`src/rtl/mem_pkg.sv`:
```
// Shared widths, bus layouts, size encodings and FSM states for the memory-access stage.
package mem_pkg;

  localparam int RegAddrBusW    = 5;
  localparam int MemCtlW        = 5;
  localparam int EXE2MEMBusSize = 107;
  localparam int MEM2WBBusSize  = 102;

  localparam logic [1:0] SIZE_BYTE = 2'b00;
  localparam logic [1:0] SIZE_HALF = 2'b01;
  localparam logic [1:0] SIZE_WORD = 2'b10;

  typedef enum logic [1:0] {
    S_IDLE = 2'd0,
    S_REQ  = 2'd1,
    S_WAIT = 2'd2,
    S_HOLD = 2'd3
  } mem_state_e;

  // mem_ctl: [4] load, [3] store, [2] unsigned, [1:0] size
  typedef struct packed {
    logic [MemCtlW-1:0]     mem_ctl;
    logic [31:0]            st_data;
    logic [31:0]            alu_result;
    logic [RegAddrBusW-1:0] wdest;
    logic                   we;
    logic [31:0]            pc;
  } exe2mem_bus_t;

endpackage

```
`src/rtl/mem_align.sv`:
```
// Byte-lane steering: store strobes/replicated data and load extract with sign/zero extension.
module mem_align
  import mem_pkg::*;
(
  input  logic [1:0]  size_i,
  input  logic        uns_i,
  input  logic [1:0]  addr_lo_i,
  input  logic [31:0] st_data_i,
  input  logic [31:0] rdata_i,
  output logic [3:0]  wstrb_o,
  output logic [31:0] wdata_o,
  output logic [31:0] ld_data_o
);

  logic signed [7:0]  ld_b;
  logic signed [15:0] ld_h;

  always_comb begin
    wstrb_o   = 4'b1111;
    wdata_o   = st_data_i;
    ld_data_o = rdata_i;
    ld_b      = rdata_i[{addr_lo_i, 3'b000} +: 8];
    ld_h      = addr_lo_i[1] ? rdata_i[31:16] : rdata_i[15:0];
    case (size_i)
      SIZE_BYTE: begin
        wstrb_o   = 4'b0001 << addr_lo_i;
        wdata_o   = {4{st_data_i[7:0]}};
        ld_data_o = uns_i ? {24'b0, ld_b} : 32'(ld_b);
      end
      // Misaligned halves drop addr[0] and land on the enclosing half-word.
      SIZE_HALF: begin
        wstrb_o   = 4'b0011 << {addr_lo_i[1], 1'b0};
        wdata_o   = {2{st_data_i[15:0]}};
        ld_data_o = uns_i ? {16'b0, ld_h} : 32'(ld_h);
      end
      default: ;
    endcase
  end

endmodule

```
`src/rtl/mem.sv`:
```
// Memory-access pipeline stage: issues data-memory requests and drives the registered MEM->WB bus.
module mem
  import mem_pkg::*;
(
  input  logic                      clk,
  input  logic                      rst,
  input  logic [EXE2MEMBusSize-1:0] exe2mem_bus_ri,
  input  logic                      ctl_mem_valid_i,
  output logic                      ctl_mem_over_o,
  output logic                      ctl_mem_allowin_o,
  output logic [RegAddrBusW-1:0]    ctl_mem_dest_o,
  input  logic                      ctl_wb_allowin_i,
  output logic [MEM2WBBusSize-1:0]  mem2wb_bus_o,
  output logic                      ctl_wb_valid_o,
  output logic                      dm_req_o,
  output logic                      dm_we_o,
  output logic [31:0]               dm_addr_o,
  output logic [3:0]                dm_wstrb_o,
  output logic [31:0]               dm_wdata_o,
  input  logic                      dm_ready_i,
  input  logic                      dm_rvalid_i,
  input  logic [31:0]               dm_rdata_i
);

  exe2mem_bus_t             bus;
  logic                     is_load, is_store, is_mem;
  logic [31:0]              ld_ext, result, dbg_addr;
  mem_state_e               state_q, state_d;
  logic [31:0]              hold_q, hold_d;
  logic [MEM2WBBusSize-1:0] wb_bus_q, wb_bus_d;
  logic                     wb_valid_q;
  logic                     over, req;

  assign bus      = exe2mem_bus_ri;
  assign is_load  = bus.mem_ctl[4];
  assign is_store = bus.mem_ctl[3];
  assign is_mem   = is_load | is_store;

  mem_align u_align (
    .size_i    (bus.mem_ctl[1:0]),
    .uns_i     (bus.mem_ctl[2]),
    .addr_lo_i (bus.alu_result[1:0]),
    .st_data_i (bus.st_data),
    .rdata_i   (dm_rdata_i),
    .wstrb_o   (dm_wstrb_o),
    .wdata_o   (dm_wdata_o),
    .ld_data_o (ld_ext)
  );

  always_comb begin
    state_d = state_q;
    hold_d  = hold_q;
    over    = 1'b0;
    req     = 1'b0;
    if (ctl_mem_valid_i) begin
      case (state_q)
        S_IDLE, S_REQ: begin
          if (state_q == S_IDLE && !is_mem) begin
            over = ctl_wb_allowin_i;
          end else begin
            req = 1'b1;
            if (dm_ready_i) begin
              if (is_store) begin
                over    = ctl_wb_allowin_i;
                state_d = ctl_wb_allowin_i ? S_IDLE : S_HOLD;
              end else begin
                state_d = S_WAIT;
              end
            end else begin
              state_d = S_REQ;
            end
          end
        end
        S_WAIT: begin
          if (dm_rvalid_i) begin
            if (ctl_wb_allowin_i) begin
              over    = 1'b1;
              state_d = S_IDLE;
            end else begin
              hold_d  = ld_ext;
              state_d = S_HOLD;
            end
          end
        end
        S_HOLD: begin
          over = ctl_wb_allowin_i;
          if (ctl_wb_allowin_i) state_d = S_IDLE;
        end
        default: state_d = S_IDLE;
      endcase
    end
    // Reset must win over a same-cycle handshake so memory never sees an acceptance.
    if (rst) begin
      over = 1'b0;
      req  = 1'b0;
    end
  end

  assign result   = is_load ? ((state_q == S_HOLD) ? hold_q : ld_ext) : bus.alu_result;
  assign dbg_addr = is_mem ? dm_addr_o : 32'h0;
  assign wb_bus_d = {bus.wdest, bus.we, result, dbg_addr, bus.pc};

  always_ff @(posedge clk) begin
    if (rst) begin
      state_q    <= S_IDLE;
      hold_q     <= 32'h0;
      wb_valid_q <= 1'b0;
      wb_bus_q   <= '0;
    end else begin
      state_q <= state_d;
      hold_q  <= hold_d;
      if (ctl_wb_allowin_i) wb_valid_q <= over;
      if (over) wb_bus_q <= wb_bus_d;
    end
  end

  assign dm_req_o          = req;
  assign dm_we_o           = req & is_store;
  assign dm_addr_o         = {bus.alu_result[31:2], 2'b00};
  assign ctl_mem_over_o    = over;
  assign ctl_mem_allowin_o = !ctl_mem_valid_i | over;
  assign ctl_mem_dest_o    = (ctl_mem_valid_i && bus.we) ? bus.wdest : '0;
  assign mem2wb_bus_o      = wb_bus_q;
  assign ctl_wb_valid_o    = wb_valid_q;

endmodule

```
`config.mk`:
```
export PLATFORM = sky130hd
export DESIGN_NAME = mem
export DESIGN_NICKNAME = d
export VERILOG_FILES = /design/src/rtl/mem_pkg.sv /design/src/rtl/mem_align.sv /design/src/rtl/mem.sv
export SDC_FILE = /design/constraint.sdc
export NUM_CORES = 1
export LEC_CHECK = 0
export ABC_AREA = 1
export BUFFER_PORTS_ARGS = -buffer_cell sky130_fd_sc_hd__buf_2
export CORE_ASPECT_RATIO = 1.4
export CORE_MARGIN = 2
export CORE_UTILIZATION = 43
export CTS_CLUSTER_SIZE = 28
export DETAILED_ROUTE_END_ITERATION = 12
export GPL_ROUTABILITY_DRIVEN = 0
export PLACE_DENSITY = 0.8
export SLEW_MARGIN = 20
export SYNTH_ARGS = -nofsm -noshare
export SYNTH_HDL_FRONTEND = slang
export SYNTH_SLANG_ARGS = --single-unit
```
`constraint.sdc`:
```
create_clock -name clk -period 1.3 [get_ports clk]
set_input_delay 0.13 -clock clk [delete_from_list [all_inputs] [get_ports clk]]
set_output_delay 0.13 -clock clk [all_outputs]
set_load 0.02 [all_outputs]
```
==> results of run 1 <==
routing by layer:
layer / global-route usage / up-vias / share of wire
met2: 0.565 / 471 / 0.53
met3: 0.0584 / 65 / 0.073
li1: - / 4059 / -
met5: 0 / - / 0
met1: 0.332 / 3934 / 0.37
met4: 0.116 / 0 / 0.031
cells in the final DEF, fill, tap and decap left out, drive strengths merged:
| cell | count |
|---|---|
| nor2 | 157 |
| o211ai | 38 |
| nand3b | 2 |
| clkinv | 5 |
| buf | 396 |
| clkinvlp | 2 |
| dlygate4sd3 | 43 |
| nand4 | 50 |
| nand2 | 183 |
| dfxtp | 135 |
| clkbuf | 21 |
| inv | 65 |
| nor3 | 3 |
| a21boi | 5 |
| bufinv | 5 |
| a21oi | 105 |
| o21ai | 105 |
| bufbuf | 4 |
| nand3 | 48 |
| conb | 4 |
report_power, final:
group          switching (W)  leakage (nW)  internal (W)
registers          0.0000744          1.09       0.00426
logic                0.00136          3.87      0.000893
clock network        0.00185         0.303       0.00340
cell families (layout without fill, tap and decap cells):
family	after synthesis	after routing	synth area share
simple gates	443	443	0.278
compound gates	253	253	0.201
buf+inv	185	541	0.136
flops	135	135	0.385
other cells	1	4	0.000534
synthesized netlist by cell type, types with 2 or more instances:
| cell type | n |
|---|---|
| a21boi_1 | 5 |
| o21ai_0 | 67 |
| o21ai_1 | 37 |
| inv_2 | 7 |
| nand3_1 | 38 |
| buf_4 | 51 |
| o211ai_1 | 38 |
| dfxtp_1 | 135 |
| buf_2 | 23 |
| inv_1 | 56 |
| nand3b_1 | 2 |
| nor2_2 | 2 |
| nand3_2 | 10 |
| buf_6 | 3 |
| buf_1 | 2 |
| nand2_1 | 180 |
| nand2_4 | 2 |
| clkbuf_1 | 40 |
| a21oi_2 | 10 |
| nand4_1 | 50 |
| nor3_1 | 2 |
| nor2_1 | 154 |
| a21oi_1 | 95 |
timing repair:
| item | in CTS | in global routing |
|---|---|---|
| cloned | 7 | 2 |
| setup endpoints to repair | 130 | 140 |
| hold endpoints to repair | 43 | 0 |
| gates resized for setup | 29 | 58 |
| hold buffers | 43 | 0 |
| pin swaps | 3 | 3 |
| buffers inserted | 6 | 7 |
per-stage QoR:
stage / util / cells
after global routing: 0.651 / 1575
after detailed placement: 0.549 / 1479
after global placement: 0.549 / 1479
after CTS: 0.635 / 1566
final: 0.651 / 1575
after floorplan: - / 1020
final timing paths:
check / start / to
max: state_q[0] / ctl_mem_over_o
min: exe2mem_bus_ri[49] / mem2wb_bus_o[43]
max reg2reg: state_q[0] / mem2wb_bus_o[58]
min reg2reg: mem2wb_bus_o[40] / mem2wb_bus_o[40]
sequential cells by signal, summed over array words and instances, names as in the netlist:
signal and cells:
hold_q 32, mem2wb_bus_o 100, ctl_wb_valid_o 1, state_q 2
final cells by class:
cell class	count	share of cell area
clock buffers	19	0.0413
clock inverters	12	0.0192
inverters	65	0.0244
multi-input cells	700	0.340
flip-flops and latches	135	0.258
well taps	199	0.0238
repair buffers	445	0.293
worst max-delay path: stages, from the launching register on:
cell and delay (ns):
dfxtp_2 0.36, inv_4 0.06, nand2_4 0.06, nor2_4 0.04, nor3_4 0.19, nand2_4 0.11, inv_8 0.08, buf_12 0.12
buf_8 0.11
==> flow_summary.ini, run 1 <==
[finish]
drive_gt1_frac = 0.372
fin_area_um2 = 10500
nets = 1509
filler_cell_count = 1300
n_antenna_cell = 0
regArea_um2 = 2710
area_growth_pct = 49.2
multi_input_comb_area_um2 = 3570

[synthesis]
synth.distinct_cells = 31
syn_area_um2 = 7020
avgSynthCellArea_um2 = 6.91
yosys.area.top_type = dfxtp_1
ys.flop_type = dfxtp_1
synth_seq_area_share = 0.385
synth_edf_count = 0
synth_cells = 1017
synthArstFlopShare = 0
yosysWarningCount = 0
synth_top_area_share = 0.385
synth_area_leaders = dfxtp_1, nand2_1, nor2_1
ys_ff_latch = 135

[grt]
gr-total-overflow = 0
grt_pass1_vias = 8158
grt_pass1_wl_mm = 42.2
grt.total_usage = 0.301
grt_max_degree = 49
antenna_found_initial = 0

[route]
firstDrtPassIters = 6
drc = 0
wl_per_cell_um = 17.6
drt_iter0_drc = 704
wl_mm = 27.7
vias_per_cell = 5.42
ant_nets = 0
vias = 8529

[status]
failed_checks = setup timing
status = finished, violations left

[clock_tree]
clock-sinks = 135
root_buffer = clkbuf_16
clk_pin_slew_ns = 0.06
clk_latency_ns = 0.41
cts_max_path_buffers = 2
tritoncts = built
cts_buffers = 17
h-tree-depth = 4

[worst_setup_path]
r2r_cells = 10
path_class = flop to output pin
critPathLaunchType = flop
worst_ep_required_time_ns = 1.17
critPathMaxFanout = 8
crit_arrival_ns = 1.55
endpoint_kind = output pin
ff2ff_setup_slack_ns = -0.33

[placement]
dp_hpwl_mm = 17.8
dpl_cell_area_um2 = 8840
dpl_worst_slack_ns = -0.0814
io_buffers = 320

[power_and_ir_drop]
leakagePower_nw = 5.27
power_w = 0.0118
ir_drop_uv = 1140
p_per_area_nw_per_um2 = 1130

[timing]
max_freq_ghz = 0.596
fin_worst_skew_ns = 0.0107
tns_ns = -33.95
whs_ns = 0.0163
min_period_ns = 1.68
fin_crit_sh = 1.29
setup_viol = 139
hold_viol = 0
finalMaxSlewViolations = 0
fin_ws_ns = -0.379
rsz0062_at_grt = yes

[flow_run]
cap_violations = 0

[floorplan]
ios = 325
rows = 55
core_area_um2 = 16100
die-area_um2 = 17400
die-width_um = 112
initial_core_util = 0.436
die_y_um = 155

[min_path]
hold_depth = 3
hold_class = input pin to flop
No activity file was read; power rests on OpenSTA's default activity.
==> inputs of run 2 (changes only) <==
Settings changed: PLACE_DENSITY 0.8 to 0.77.
Clock period 1.3 ns to 1.5 ns, I/O delays scaled along.
==> flow_summary.ini, run 2 (same netlist as run 1, synthesis figures left out) <==
[clock_tree]
clk_latency_ns = 0.41
cts_max_path_buffers = 2
clock-sinks = 135
cts_buffers = 17
clk_pin_slew_ns = 0.06
root_buffer = clkbuf_16
h-tree-depth = 4
tritoncts = built

[timing]
rsz0062_at_grt = yes
slew_headroom = 0.613
finalMaxSlewViolations = 0
fin_crit_sh = 1.10
whs_ns = -0.000953
fin_ws_ns = -0.149
hold_viol = 1
max_freq_ghz = 0.606
tightest_slew_ns = 0.581
setup_viol = 64
fin_worst_skew_ns = 0.0135
min_period_ns = 1.65
tns_ns = -3.98

[worst_setup_path]
critPathLaunchType = flop
worst_ep_required_time_ns = 1.35
cp_slowest_cell = dfxtp_2
crit_path_frequent_cell = nand2_4
path_class = flop to output pin
critPathMaxFanout = 4
path_cells = inv_4 > nand2_4 > nor2_4 > nor3_4 > nand2_4 > buf_12 > nand2_4 > buf_6
crit_arrival_ns = 1.50
r2r_cells = 11
endpoint_kind = output pin
crit_path_max_incr_delay_ns = 0.36

[route]
firstDrtPassIters = 6
drt_iter0_drc = 937
wl_mm = 28.2
vias_per_cell = 5.56
ant_nets = 0
wl_per_cell_um = 18.4
drc = 0
vias = 8524

[grt]
gr-total-overflow = 0
grt_max_degree = 103
grt.total_usage = 0.276
antenna_found_initial = 0
grt_pass1_wl_mm = 38.8
grt_pass1_vias = 7643

[finish]
nets = 1468
most-common-layout-cells = buf_2, nand2_1, nor2_1, dfxtp_1, a21oi_1
largest_register_ffs = 100
layout.cells.most_common = buf_2
n_antenna_cell = 0
area_growth_pct = 46.3
drive_gt1_frac = 0.388

[min_path]
hold_class = input pin to flop
hold_depth = 3

[power_and_ir_drop]
leakagePower_nw = 5.09
power_w = 0.0102
p_per_area_nw_per_um2 = 992
ir_drop_uv = 832

[floorplan]
rows = 55
die-width_um = 112
initial_core_util = 0.436
die_y_um = 155
core_area_um2 = 16100
ios = 325
die-area_um2 = 17400

[status]
status = finished, violations left
failed_checks = hold timing, setup timing

[flow_run]
cap_violations = 0

[placement]
io_buffers = 320
dp_hpwl_mm = 17.1
run 2: through the flow:
stage,cell area (µm²),util,worst slack (ns),cells
final,10300,0.638,-0.149,1534
after global routing,10300,0.638,-0.203,1534
after CTS,9620,0.598,-0.138,1521
after detailed placement,8560,0.531,0.0168,1453
after global placement,8560,0.531,0.0538,1453
after floorplan,7040,-,0.0750,1020
run 2: report_power, final:
group | leakage [nW] | switching, W | total, W | internal [W]
sequential | 1.09 | 0.0000684 | 0.00376 | 0.00369
combinational | 3.69 | 0.00121 | 0.00193 | 0.000720
clock | 0.313 | 0.00163 | 0.00450 | 0.00286
total | 5.09 | 0.00292 | 0.0102 | 0.00728
run 2: worst paths after layout:
path	start	to	slack, ns
worst max-delay path	state_q[0]	ctl_mem_allowin_o	-0.15
worst min-delay path	exe2mem_bus_ri[22]	mem2wb_bus_o[22]	-0.001
worst max register to register	state_q[0]	mem2wb_bus_o[48]	-0.13
worst min register to register	mem2wb_bus_o[50]	mem2wb_bus_o[50]	0.47
run 2: what timing repair did:
| action | 4_1_cts | 5_1_grt |
|---|---|---|
| gates resized for setup | 39 | 121 |
| hold buffers | 27 | 2 |
| setup buffers | 9 | 2 |
| setup endpoints to repair | 3 | 105 |
| gates cloned | 1 | 11 |
| endpoints found under the hold margin | 27 | 2 |
| pin swaps | 2 | 5 |
run 2: worst max-delay path: cells and delay by family, from the launching register on:
kind	cells	cell delay [ns]
DFF	1	0.36
buffers and inverters	3	0.32
and+or+nand+nor	5	0.41
run 2: routing by layer:
| metal | track usage | share of wire |
|---|---|---|
| met4 | 0.0941 | 0.040 |
| met1 | 0.314 | 0.36 |
| met5 | 0 | 0 |
| met2 | 0.511 | 0.51 |
| met3 | 0.0584 | 0.088 |
run 2: final cells by class:
cell class	instances	area [µm²]
Clock buffer	19	453
Clock inverter	12	175
Fill cell	1333	5830
Inverter	65	255
Multi-Input combinational cell	700	3760
Sequential cell	135	2710
Tap cell	199	249
Timing Repair Buffer	404	2670
